File: src/rtl/uart_master.sv
// uart_master: bus initiator for a memory-mapped UART register block.
// It polls the receive flag, fetches and acknowledges received bytes, and
// drains a local transmit FIFO into the UART. RX and TX sides are served
// strictly round-robin; a side with nothing to do is skipped.
//
// Register map relative to BASE: +0 data, +2 rx-waiting flag, +4 tx-ready flag.
//
// Parameters:
//   BASE        base address of the UART block (BASE[3:0] must be 0)
//   TXDEPTH     transmit FIFO depth (power of two, >= 2)
//   TX_HOLDOFF  idle cycles after a data write before txready is polled (>= 2)
//
// Ports:
//   clk, rst_n         clock (rising edge), asynchronous active-low reset
//   addr, mout, bwe    bus address, write data {8'h00, byte}, byte enables
//   min                registered read data, valid one cycle after addr
//   tx_data/valid/ready  byte stream into the transmit FIFO
//   rx_data/valid/ready  received byte stream to the consumer
//   rx_count, tx_count   byte counters
//
// Optional feature: define UART_MASTER_STATS_EN to build the 16-bit wrapping
// rx/tx byte counters; otherwise both outputs are tied to zero.

module uart_master #(
    parameter logic [15:0] BASE       = 16'h0000,
    parameter int unsigned TXDEPTH    = 16,
    parameter int unsigned TX_HOLDOFF = 4
) (
    input  logic        clk,
    input  logic        rst_n,
    output logic [15:0] addr,
    output logic [15:0] mout,
    input  logic [15:0] min,
    output logic [1:0]  bwe,
    input  logic [7:0]  tx_data,
    input  logic        tx_valid,
    output logic        tx_ready,
    output logic [7:0]  rx_data,
    output logic        rx_valid,
    input  logic        rx_ready,
    output logic [15:0] rx_count,
    output logic [15:0] tx_count
);

    localparam int unsigned AW = $clog2(TXDEPTH);
    localparam int unsigned PW = AW + 1;
    localparam int unsigned HW = $clog2(TX_HOLDOFF);

    localparam logic [15:0] ADDR_DATA = BASE;
    localparam logic [15:0] ADDR_RXW  = 16'(BASE + 16'd2);
    localparam logic [15:0] ADDR_TXR  = 16'(BASE + 16'd4);

    typedef enum logic [3:0] {
        RX_POLL,
        RX_CHK,
        RX_READ,
        RX_CAP,
        RX_CLR,
        TX_POLL,
        TX_CHK,
        TX_WR,
        TX_WAIT
    } state_e;

    state_e          state_q, state_d;
    logic [HW-1:0]   hold_q, hold_d;
    logic [15:0]     addr_q, addr_d;
    logic [15:0]     mout_q, mout_d;
    logic [1:0]      bwe_q, bwe_d;

    logic [PW-1:0]   wr_ptr_q, wr_ptr_d;
    logic [PW-1:0]   rd_ptr_q, rd_ptr_d;
    logic [7:0]      mem_q [TXDEPTH];
    logic            tx_ready_q, tx_ready_d;
    logic            fifo_empty;
    logic            full_d;
    logic            push, pop;
    logic [7:0]      head;

    logic            rx_valid_q, rx_valid_d;
    logic [7:0]      rx_data_q, rx_data_d;

    state_e          rx_side, tx_side;

    logic [7:0]      unused_min;
    assign unused_min = min[15:8];

    // FIFO status and handshakes
    assign fifo_empty = (wr_ptr_q == rd_ptr_q);
    assign push       = tx_valid && tx_ready_q;
    assign pop        = (state_q == TX_WR);
    assign head       = mem_q[rd_ptr_q[AW-1:0]];

    // Entry points of each side; a side with nothing to do hands over
    // to the other one, and with both idle the FSM rests in RX_POLL.
    assign tx_side = fifo_empty ? RX_POLL : TX_POLL;
    assign rx_side = rx_valid_q ? tx_side : RX_POLL;

    // State register
    always_ff @(posedge clk or negedge rst_n) begin
        if (!rst_n) begin
            state_q <= RX_POLL;
            hold_q  <= '0;
        end else begin
            state_q <= state_d;
            hold_q  <= hold_d;
        end
    end

    // Next-state logic and bus decode of the upcoming state
    always_comb begin
        state_d = state_q;
        hold_d  = hold_q;
        addr_d  = ADDR_RXW;
        mout_d  = 16'h0000;
        bwe_d   = 2'b00;

        case (state_q)
            RX_POLL: state_d = rx_valid_q ? tx_side : RX_CHK;
            RX_CHK:  state_d = min[0] ? RX_READ : tx_side;
            RX_READ: state_d = RX_CAP;
            RX_CAP:  state_d = RX_CLR;
            RX_CLR:  state_d = tx_side;
            TX_POLL: state_d = TX_CHK;
            TX_CHK:  state_d = min[0] ? TX_WR : rx_side;
            TX_WR: begin
                state_d = TX_WAIT;
                hold_d  = HW'(TX_HOLDOFF - 1);
            end
            TX_WAIT: begin
                if (hold_q == '0) begin
                    state_d = rx_side;
                end else begin
                    hold_d = hold_q - HW'(1);
                end
            end
            default: state_d = RX_POLL;
        endcase

        // Head is stable until the pop in TX_WR, so it is safe to latch here.
        case (state_d)
            RX_READ: addr_d = ADDR_DATA;
            RX_CLR:  bwe_d  = 2'b01;
            TX_POLL: addr_d = ADDR_TXR;
            TX_WR: begin
                addr_d = ADDR_DATA;
                mout_d = {8'h00, head};
                bwe_d  = 2'b01;
            end
            default: ;
        endcase
    end

    // Bus output registers
    always_ff @(posedge clk or negedge rst_n) begin
        if (!rst_n) begin
            addr_q <= ADDR_RXW;
            mout_q <= 16'h0000;
            bwe_q  <= 2'b00;
        end else begin
            addr_q <= addr_d;
            mout_q <= mout_d;
            bwe_q  <= bwe_d;
        end
    end

    // FIFO pointer update; ready stays high in a pop cycle so that a push
    // into a full FIFO can pair with the pop.
    always_comb begin
        wr_ptr_d   = push ? PW'(wr_ptr_q + PW'(1)) : wr_ptr_q;
        rd_ptr_d   = pop  ? PW'(rd_ptr_q + PW'(1)) : rd_ptr_q;
        full_d     = ((wr_ptr_d ^ rd_ptr_d) == {1'b1, {AW{1'b0}}});
        tx_ready_d = !full_d || (state_d == TX_WR);
    end

    always_ff @(posedge clk or negedge rst_n) begin
        if (!rst_n) begin
            wr_ptr_q   <= '0;
            rd_ptr_q   <= '0;
            tx_ready_q <= 1'b1;
        end else begin
            wr_ptr_q   <= wr_ptr_d;
            rd_ptr_q   <= rd_ptr_d;
            tx_ready_q <= tx_ready_d;
        end
    end

    // FIFO storage, contents are qualified by the pointers only
    always_ff @(posedge clk) begin
        if (push) begin
            mem_q[wr_ptr_q[AW-1:0]] <= tx_data;
        end
    end

    // Receive holding register; RX_CAP only happens while rx_valid is low.
    always_comb begin
        rx_valid_d = rx_valid_q;
        rx_data_d  = rx_data_q;
        if (rx_valid_q && rx_ready) begin
            rx_valid_d = 1'b0;
        end
        if (state_q == RX_CAP) begin
            rx_valid_d = 1'b1;
            rx_data_d  = min[7:0];
        end
    end

    always_ff @(posedge clk or negedge rst_n) begin
        if (!rst_n) begin
            rx_valid_q <= 1'b0;
            rx_data_q  <= 8'h00;
        end else begin
            rx_valid_q <= rx_valid_d;
            rx_data_q  <= rx_data_d;
        end
    end

`ifdef UART_MASTER_STATS_EN
    logic [15:0] rx_count_q, tx_count_q;

    // Byte counters, wrapping
    always_ff @(posedge clk or negedge rst_n) begin
        if (!rst_n) begin
            rx_count_q <= 16'h0000;
            tx_count_q <= 16'h0000;
        end else begin
            if (state_q == RX_CAP) begin
                rx_count_q <= rx_count_q + 16'd1;
            end
            if (state_q == TX_WR) begin
                tx_count_q <= tx_count_q + 16'd1;
            end
        end
    end

    assign rx_count = rx_count_q;
    assign tx_count = tx_count_q;
`else
    assign rx_count = 16'h0000;
    assign tx_count = 16'h0000;
`endif

    assign addr     = addr_q;
    assign mout     = mout_q;
    assign bwe      = bwe_q;
    assign tx_ready = tx_ready_q;
    assign rx_valid = rx_valid_q;
    assign rx_data  = rx_data_q;

endmodule

File: config.mk
export PLATFORM = sky130hd
export DESIGN_NAME = uart_master
export DESIGN_NICKNAME = d
export VERILOG_FILES = /design/src/rtl/uart_master.sv
export SDC_FILE = /design/constraint.sdc
export NUM_CORES = 1
export LEC_CHECK = 0
export BUFFER_PORTS_ARGS = -buffer_cell sky130_fd_sc_hd__buf_4
export CAP_MARGIN = 30
export CELL_PAD_IN_SITES_DETAIL_PLACEMENT = 1
export CELL_PAD_IN_SITES_GLOBAL_PLACEMENT = 2
export CORE_UTILIZATION = 40
export DETAILED_ROUTE_END_ITERATION = 12
export GPL_ROUTABILITY_DRIVEN = 0
export PLACE_DENSITY_LB_ADDON = 0.1
export SETUP_SLACK_MARGIN = 0.5
export SYNTH_ARGS = -nofsm -noshare
export SYNTH_HDL_FRONTEND = slang
export SYNTH_SLANG_ARGS = --single-unit
File: constraint.sdc
create_clock -name clk -period 2.1 [get_ports clk]
set_input_delay 0.21 -clock clk [delete_from_list [all_inputs] [get_ports clk]]
set_output_delay 0.21 -clock clk [all_outputs]
set_load 0.05 [all_outputs]
Yosys cells after proc, flatten, opt, wreduce, memory -nomap -nowiden
Memory sizes are Yosys's and may differ from the RTL's.
Index checks and enable logic that the tools add are counted.
- shift operators: 0
- reduce and logical (&&, ||, !) cells: 11
- $lt $le $gt $ge: 0
- eq/ne operators: 15
- bitwise operators: 1
- divide/modulo/power cells: 0
- muxes and demuxes: 18
- $add $sub $neg: 3
- multipliers: 0
- operator list (operator ; count):
    4-bit case mux with 9 select lines ; 1
    4-bit by 3-bit == test with 1-bit output (second input constant) ; 7
    3-bit two-way mux ; 5
    4-bit by 2-bit == test with 1-bit output (second input constant) ; 3
    5-bit by 1-bit adder with 5-bit output (second input constant) ; 2
    5-bit two-way mux ; 2
    8-bit two-way mux ; 1
    3-bit case mux with 2 select lines ; 1
    5-bit == test ; 1
    5-bit == test (second input constant) ; 1
    1-bit two-way mux ; 5
    5-bit XOR ; 1
    4-bit by 1-bit == test with 1-bit output (second input constant) ; 1
    4-bit == test (second input constant) ; 1
    4-bit zero test ; 1
    4-bit two-way mux ; 1
    2-bit case mux with 2 select lines ; 1
    2-bit nonzero test ; 2
    2-bit OR reduction ; 2
    1-bit logical AND ; 2
    2-bit zero test ; 1
    2-bit two-way mux ; 1
    2-bit != test (second input constant) ; 1
    2-bit AND reduction ; 1
    other kinds (3) ; 3
- RAM bits: 128
- bits in latches: 0
- logic and storage cells: 59
- bits in read-only memories: 0
- memories: 1
- output and inout port bits: 76
- flip-flop bits (word level): 60
- memory list (memory ; words ; bits a word ; read ports ; clocked after memory_dff ; wr ports ; RTL line ; RTL):
    mem_q ; 16 ; 8 ; 1 ; 0 ; 1 ; 73 ; logic [7:0] mem_q [TXDEPTH];

Longest topological paths before layout
Gate-level depths: netlist (run 1).
- word-level depth: 8
- mapped depth: 8
- depth with buffers taken out: 6

Worst setup path after synthesis (run 1)
No wires, ideal clock.
- kind: flip-flop to flip-flop
- start point: reg tx_ready_q (netlist: tx_ready)
- end point: mem mem_q[0][0] (enable)
- stages on the path, launching flop included: 5
- period minus slack after synthesis: 2114 ps
- slack: -14 ps
- data required time: 1717 ps
- data arrival time: 1730 ps
- buffers on the path: 1
- path through: dfstp_2 -> and2_1 -> buf_2 -> nand2_1 -> nor3_1
- longest elaborated chain between the ends: 3
- ends and longest elaborated chain (what ; RTL line ; RTL):
    start, declared ; 74 ; logic tx_ready_q, tx_ready_d;
    start signal, assigned ; 184 ; tx_ready_q <= tx_ready_d;
    1-bit logical AND ; 90 ; assign push = tx_valid && tx_ready_q;
    1-bit two-way mux ; 190 ; if (push) begin
    1-bit two-way mux (not written as such) ; 191 ; mem_q[wr_ptr_q[AW-1:0]] <= tx_data;
    end, declared ; 73 ;
No other way between the ends.

Final worst setup path (run 1)
- start point: reg rd_ptr_q[0]
- end point: reg mout_q[3] (netlist: mout[3])
- longest elaborated chain between the ends: 7
- elaborated cells between the ends (all ways): 11
- those cells by class: eq/ne (2); mux (8); memory (1)
- ends and longest elaborated chain (what ; RTL line ; RTL):
    start, declared ; 72 ; logic [PW-1:0] rd_ptr_q, rd_ptr_d;
    start signal, assigned ; 183 ; rd_ptr_q <= rd_ptr_d;
    5-bit == test ; 89 ; assign fifo_empty = (wr_ptr_q == rd_ptr_q);
    3-bit two-way mux ; 96 ; assign tx_side = fifo_empty ? RX_POLL : TX_POLL;
    3-bit two-way mux ; 97 ; assign rx_side = rx_valid_q ? tx_side : RX_POLL;
    4-bit two-way mux / 3-bit two-way mux (equally long branches) ; 131, 125 ;
    4-bit case mux with 9 select lines ; 118 ; case (state_q)
    4-bit by 3-bit == test with 1-bit output ; 141 ; case (state_d)
    8-bit two-way mux * ; 141 ;
    net mout_d[3] ; 68 ; logic [15:0] mout_q, mout_d;
    end signal, assigned ; 162 ; mout_q <= mout_d;
    end, declared ; 68 ;
The timed path passes the listed nets; every way through them passes the cells marked *.
A chain may end at the register's enable or synchronous reset.

==> impl_metrics.yaml, run 1 <==
synthesis:
  synthAdderAreaFrac_pct: 1.02
  netlist_area_um2: 7340
  synth_edf_count: 128
  yosysWarnings: 0
  synthMuxAreaShare_pct: 12.6
  synth-seq-cells: 165
  ys_seq_area_share_pct: 65.0
  synth_ff_type: "edfxtp_1"
  synth_compound_area_share_pct: 4.19
  ys_async_sr_fraction_pct: 22.4
  ys_types: 52
  synthCells: 454
  synth_top_family_by_area: "multiplexers"
  avgSynthCellArea_um2: 16.2
  synth-xor-area-share_pct: 2.56
  synth_simple_gate_area_share_pct: 6.25
sta:
  fin_crit_sh_pct: 86.6
  rsz0062_at_grt: "yes"
  tightest_slew_ns: 0.517
  slew_violations: 0
  finalWorstPathRequiredPeriod_ns: 1.82
  finClkSkew_ns: 0.0110
  fmax_ghz: 0.550
  fin_setup_tns_ns: 0
  hold_viol_final: 0
  maxSlewHeadroom_pct: 65.5
  final.setup.worst_slack_ns: 0.282
  holdWs_ns: 0.0162
  setup_viol: 0
placed_design:
  place_worst_setup_slack_ns: 0.0386
  portBuffers: 40
  detailed_place_hpwl_um: 10700
final_layout:
  n_antenna_cell: 0
  drive_gt1_share_pct: 39.9
  mostFrequentLayoutCell: "edfxtp_1"
  final_cell_mix: "edfxtp_1 (128), buf_4 (71), conb_1 (55), nand2_1 (26), dfrtp_1 (25)"
  syn_to_final_growth_pct: 25.0
  post-route-util_pct: 51.1
  nets: 587
floorplan:
  num_rows: 49
  core-area_um2: 18000
  die_h_um: 137
  ioPinCount: 104
  start_util_pct: 40.9
  die_area_um2: 18900
  die_w_um: 137
worst_setup_path:
  crit_path_start: "rd_ptr_q[0]"
  worstPathRequired_ns: 2.40
  startpoint_type: "register"
  r2r-start: "rd_ptr_q[0]"
  r2r-end: "mout[3]"
  r2r_cells: 5
  crit_fanout: 7
  reg2reg_slack_ns: 0.28
  critPathCaptureType: "register"
  crit_arrival_ns: 2.12
  crit_path_end: "mout[3]"
  crit_type: "reg -> reg"
clock_tree:
  cts_tree: "built"
  cts_root_buf: "clkbuf_16"
  htree_levels: 4
  clock_path_buffers: 2
  clk_latency_ns: 0.43
  clk_pin_slew_worst_paths_ns: 0.07
  clock_sinks: 165
  numCtsBuffers: 17
global_route:
  grt_pass1_vias: 4311
  overflow: 0
  grt_max_degree: 38
  grt_pass1_wl_um: 25400
  grt_usage_pct: 19.2
  antenna_found_initial: 0
pwr:
  p_per_area_nw_per_um2: 1430
  power_leakage_nw: 3.42
  peakVddDrop_mv: 0.758
detailed_routing:
  vias: 4024
  viasPerCell: 5.06
  ant_nets: 0
  drt_first_pass_iters: 4
  drt_iter0_markers: 146
  post-route-drc-count: 0
  drt-total-wl_um: 17200
  routedWlPerCell_um: 21.6
outcome:
  outcome: "completed"
hold_path:
  min_path_type: "in -> reg"
flow_run:
  cap_violations: 0
==> cell usage after synthesis (9+ instances only) <==
| cell type | instances | share of area, % |
|---|---|---|
| a211oi_1 | 10 | 1.0 |
| buf_2 | 13 | 0.89 |
| buf_4 | 56 | 5.7 |
| dfrtp_1 | 35 | 12 |
| edfxtp_1 | 128 | 52 |
| inv_1 | 10 | 0.51 |
| mux4_1 | 26 | 9.3 |
| nand2_1 | 31 | 1.6 |
| nor2_1 | 21 | 1.1 |
| nor3_1 | 9 | 0.61 |
| xnor2_1 | 11 | 1.3 |
==> worst max-delay path, cell delays in order (launching register included) <==
cell	delay (ns)
dfrtp_4	0.46
buf_12	0.14
mux4_1	0.58
a211oi_1	0.29
buf_4	0.17
a311oi_1	0.04
==> where the power goes <==
group / internal [W] / switching (W)
logic: 0.00241 / 0.00303
registers: 0.00409 / 0.000394
clock network: 0.00181 / 0.00142
total: 0.00831 / 0.00485
==> metal layers <==
metal  share of wire (%)  up-vias  wire length [µm]  track usage, %
met3                 3.6       24               622            3.75
met1                  41     2081              7080            23.9
li1                    -     1820                 -               -
met5                   0        -                 0               0
met2                  53       99              9120            32.9
met4                 2.2        0               387            7.69
==> per-stage QoR <==
stage / area [µm²] / total power (W) / cells
finish: 9180 / 0.0132 / 795
global route: 9180 / 0.0138 / 795
CTS: 9050 / 0.0131 / 788
detailed placement: 8010 / 0.00913 / 738
global placement: 8010 / 0.00901 / 738
floorplan: 7700 / 0.00782 / 508
==> cells by family after synthesis <==
logic type	Yosys count
compound gates	42
mux	42
other cells	1
fa+ha+maj	6
flops	165
buf+inv	87
xor+xnor	19
simple gates	92
==> state kept, by name, indices dropped and copies added (netlist names) <==
signal    flops
mem_q       128
tx_ready      1
rd_ptr_q      5
wr_ptr_q      5
rx_valid      1
bwe           1
addr          2
rx_data       8
state_q       4
hold_q        2
mout          8
==> layout make-up <==
type | count | area (µm²)
Clock buffer | 17 | 425
Fill cell | 1722 | 8790
Inverter | 10 | 37.5
Tap cell | 229 | 287
Sequential cell | 165 | 4790
Multi-Input combinational cell | 257 | 2460
Timing Repair Buffer | 102 | 988
Clock inverter | 15 | 186
==> worst min path at each step <==
stage          slack (ns)         end  cells past startpoint    from
5_1_grt              0.02  rx_data[5]                      2  min[5]
6_report             0.02  rx_data[5]                      2  min[5]
4_1_cts             0.008  rx_data[5]                      2  min[5]
3_5_place_dp         0.23  state_q[1]                      1   rst_n
3_3_place_gp         0.23     addr[2]                      1   rst_n
2_1_floorplan       -0.09     addr[2]                      0   rst_n
==> timing repair <==
item / in CTS / in global routing
gates resized for setup: 77 / 17
setup endpoints to repair: 152 / 143
gates cloned: 0 / 2
pin swaps: 20 / 10
endpoints found under the hold margin: 40 / 0
hold buffers: 6 / 0
setup buffers: 12 / 5
No activity file was read; power rests on OpenSTA's default activity.
==> run 2, diff against run 1 <==
--- a/config.mk
+++ b/config.mk
@@ -9,7 +9,7 @@
 export CAP_MARGIN = 30
 export CELL_PAD_IN_SITES_DETAIL_PLACEMENT = 1
 export CELL_PAD_IN_SITES_GLOBAL_PLACEMENT = 2
-export CORE_UTILIZATION = 40
+export CORE_UTILIZATION = 25
 export DETAILED_ROUTE_END_ITERATION = 12
 export GPL_ROUTABILITY_DRIVEN = 0
 export PLACE_DENSITY_LB_ADDON = 0.1
==> impl_metrics.yaml, run 2 (same netlist as run 1, synthesis figures left out) <==
global_route:
  grt_max_degree: 38
  grt_pass1_vias: 4376
  grt_usage_pct: 12.6
  overflow: 0
  antenna_found_initial: 0
  grt_pass1_wl_um: 27600
placed_design:
  detailed_place_hpwl_um: 11600
  dp_cells: 894
  portBuffers: 40
final_layout:
  largest_register_ffs: 128
  post-route-util_pct: 32.6
  mostFrequentLayoutCell: "edfxtp_1"
  nets: 591
  syn_to_final_growth_pct: 27.9
  fillers: 2959
  final-seq-area_um2: 4780
  drive_gt1_share_pct: 38.1
  final_cell_mix: "edfxtp_1 (128), buf_4 (77), conb_1 (55), dfrtp_1 (28), nand2_1 (25)"
  instances_no_fill: 954
  n_antenna_cell: 0
  multiInputGateArea_um2: 2470
detailed_routing:
  drt-total-wl_um: 18300
  routedWlPerCell_um: 19.2
  drt_first_pass_iters: 4
  drt_iter0_markers: 133
  vias: 3981
  wl_met1_um: 8190
  met3WireLength_um: 524
  wl_met2_um: 9390
  routed.top_layer: "met4"
  viasPerCell: 4.17
  ant_nets: 0
  post-route-drc-count: 0
clock_tree:
  cts_tree: "built"
  clk_latency_ns: 0.43
  clock_path_buffers: 2
  cts_root_buf: "clkbuf_16"
  numCtsBuffers: 17
  htree_levels: 4
  clock_sinks: 165
  clk_pin_slew_worst_paths_ns: 0.07
worst_setup_path:
  critPathCaptureType: "register"
  crit_type: "reg -> reg"
  startpoint_type: "register"
  worstPathRequired_ns: 2.46
  crit_arrival_ns: 2.14
  crit_fanout: 6
pwr:
  power_leakage_nw: 3.46
  p_per_area_nw_per_um2: 1390
  peakVddDrop_mv: 0.622
  finalPower_w: 0.0130
sta:
  tightest_slew_ns: 0.561
  maxSlewHeadroom_pct: 62.6
  finalWorstPathRequiredPeriod_ns: 1.77
  rsz0062_at_grt: "yes"
  fin_setup_tns_ns: 0
  fin_crit_sh_pct: 84.5
  finClkSkew_ns: 0.0145
  hold_viol_final: 0
  setup_viol: 0
  slew_violations: 0
  fmax_ghz: 0.564
floorplan:
  die_area_um2: 30100
  ioPinCount: 104
  die_w_um: 173
  die_h_um: 173
  num_rows: 62
  core-area_um2: 28800
  start_util_pct: 25.5
hold_path:
  min_path_type: "in -> reg"
outcome:
  outcome: "completed"
flow_run:
  cap_violations: 0
[run 2: cell types whose count changed in the layout (fill, tap and decap cells not counted), moves of 3 or more]
cell	before	now
mux4_1	14	20
clkinv_8	1	6
dfrtp_1	25	28
nor2b_1	4	8
buf_4	71	77
nor2b_2	3	0
mux4_2	18	12
clkinvlp_4	3	0
[run 2: path summary, 6_finish.rpt]
kind | to | from | cells after the start | slack [ns]
max in group asynchronous | rd_ptr_q[0] | rst_n | 2 | 1.36
setup / recovery | tx_ready | rd_ptr_q[0] | 7 | 0.33
setup reg to reg | tx_ready | rd_ptr_q[0] | 7 | 0.33
min in group asynchronous | addr[2] | rst_n | 2 | 0.32
hold / removal | rx_data[2] | min[2] | 2 | 0.02
hold reg to reg | hold_q[0] | hold_q[0] | 1 | 0.47
[run 2: power breakdown]
group	switching [W]	total [W]	internal, W
clock network	0.00151	0.00314	0.00162
registers	0.000331	0.00441	0.00408
logic	0.00312	0.00550	0.00237
total	0.00497	0.0130	0.00807
[run 2: routing by layer]
| layer | track usage (%) | up-vias |
|---|---|---|
| met3 | 2.68 | 9 |
| met5 | 0 | - |
| met1 | 15.7 | 2062 |
| li1 | - | 1835 |
| met4 | 3.54 | 0 |
| met2 | 21.8 | 75 |
[run 2: layout make-up]
cell class | count | share of cell area (%)
inverter | 10 | 0.400
clock inverter | 14 | 1.89
tap | 384 | 5.12
timing repair buffer | 106 | 10.8
multi-input combinational | 257 | 26.3
sequential | 165 | 50.9
clock buffer | 18 | 4.57
[run 2: stage by stage]
stage          hold slack (ns)  worst slack [ns]  cell area, µm²
6_report                0.0217             0.326            9390
5_1_grt                0.00935             0.218            9390
4_1_cts                0.00390             0.287            9250
3_5_place_dp             0.245             0.111            8240
3_3_place_gp             0.238             0.120            8240
2_1_floorplan          -0.0856             0.352            7700
[run 2: critical path: stages, from the launching register on]
cell       delay (ns)
dfrtp_2          0.42
buf_4            0.17
buf_16           0.15
ha_2             0.22
and3_1           0.19
a2111oi_2        0.37
nor3_1           0.09
nand4_1          0.10
[run 2: what timing repair did]
item	4_1_cts	5_1_grt
pin swaps	12	6
gates resized for setup	58	17
cloned	2	1
endpoints found under the hold margin	40	0
setup buffers	12	7
hold buffers	6	0
endpoints found under the setup margin	151	148
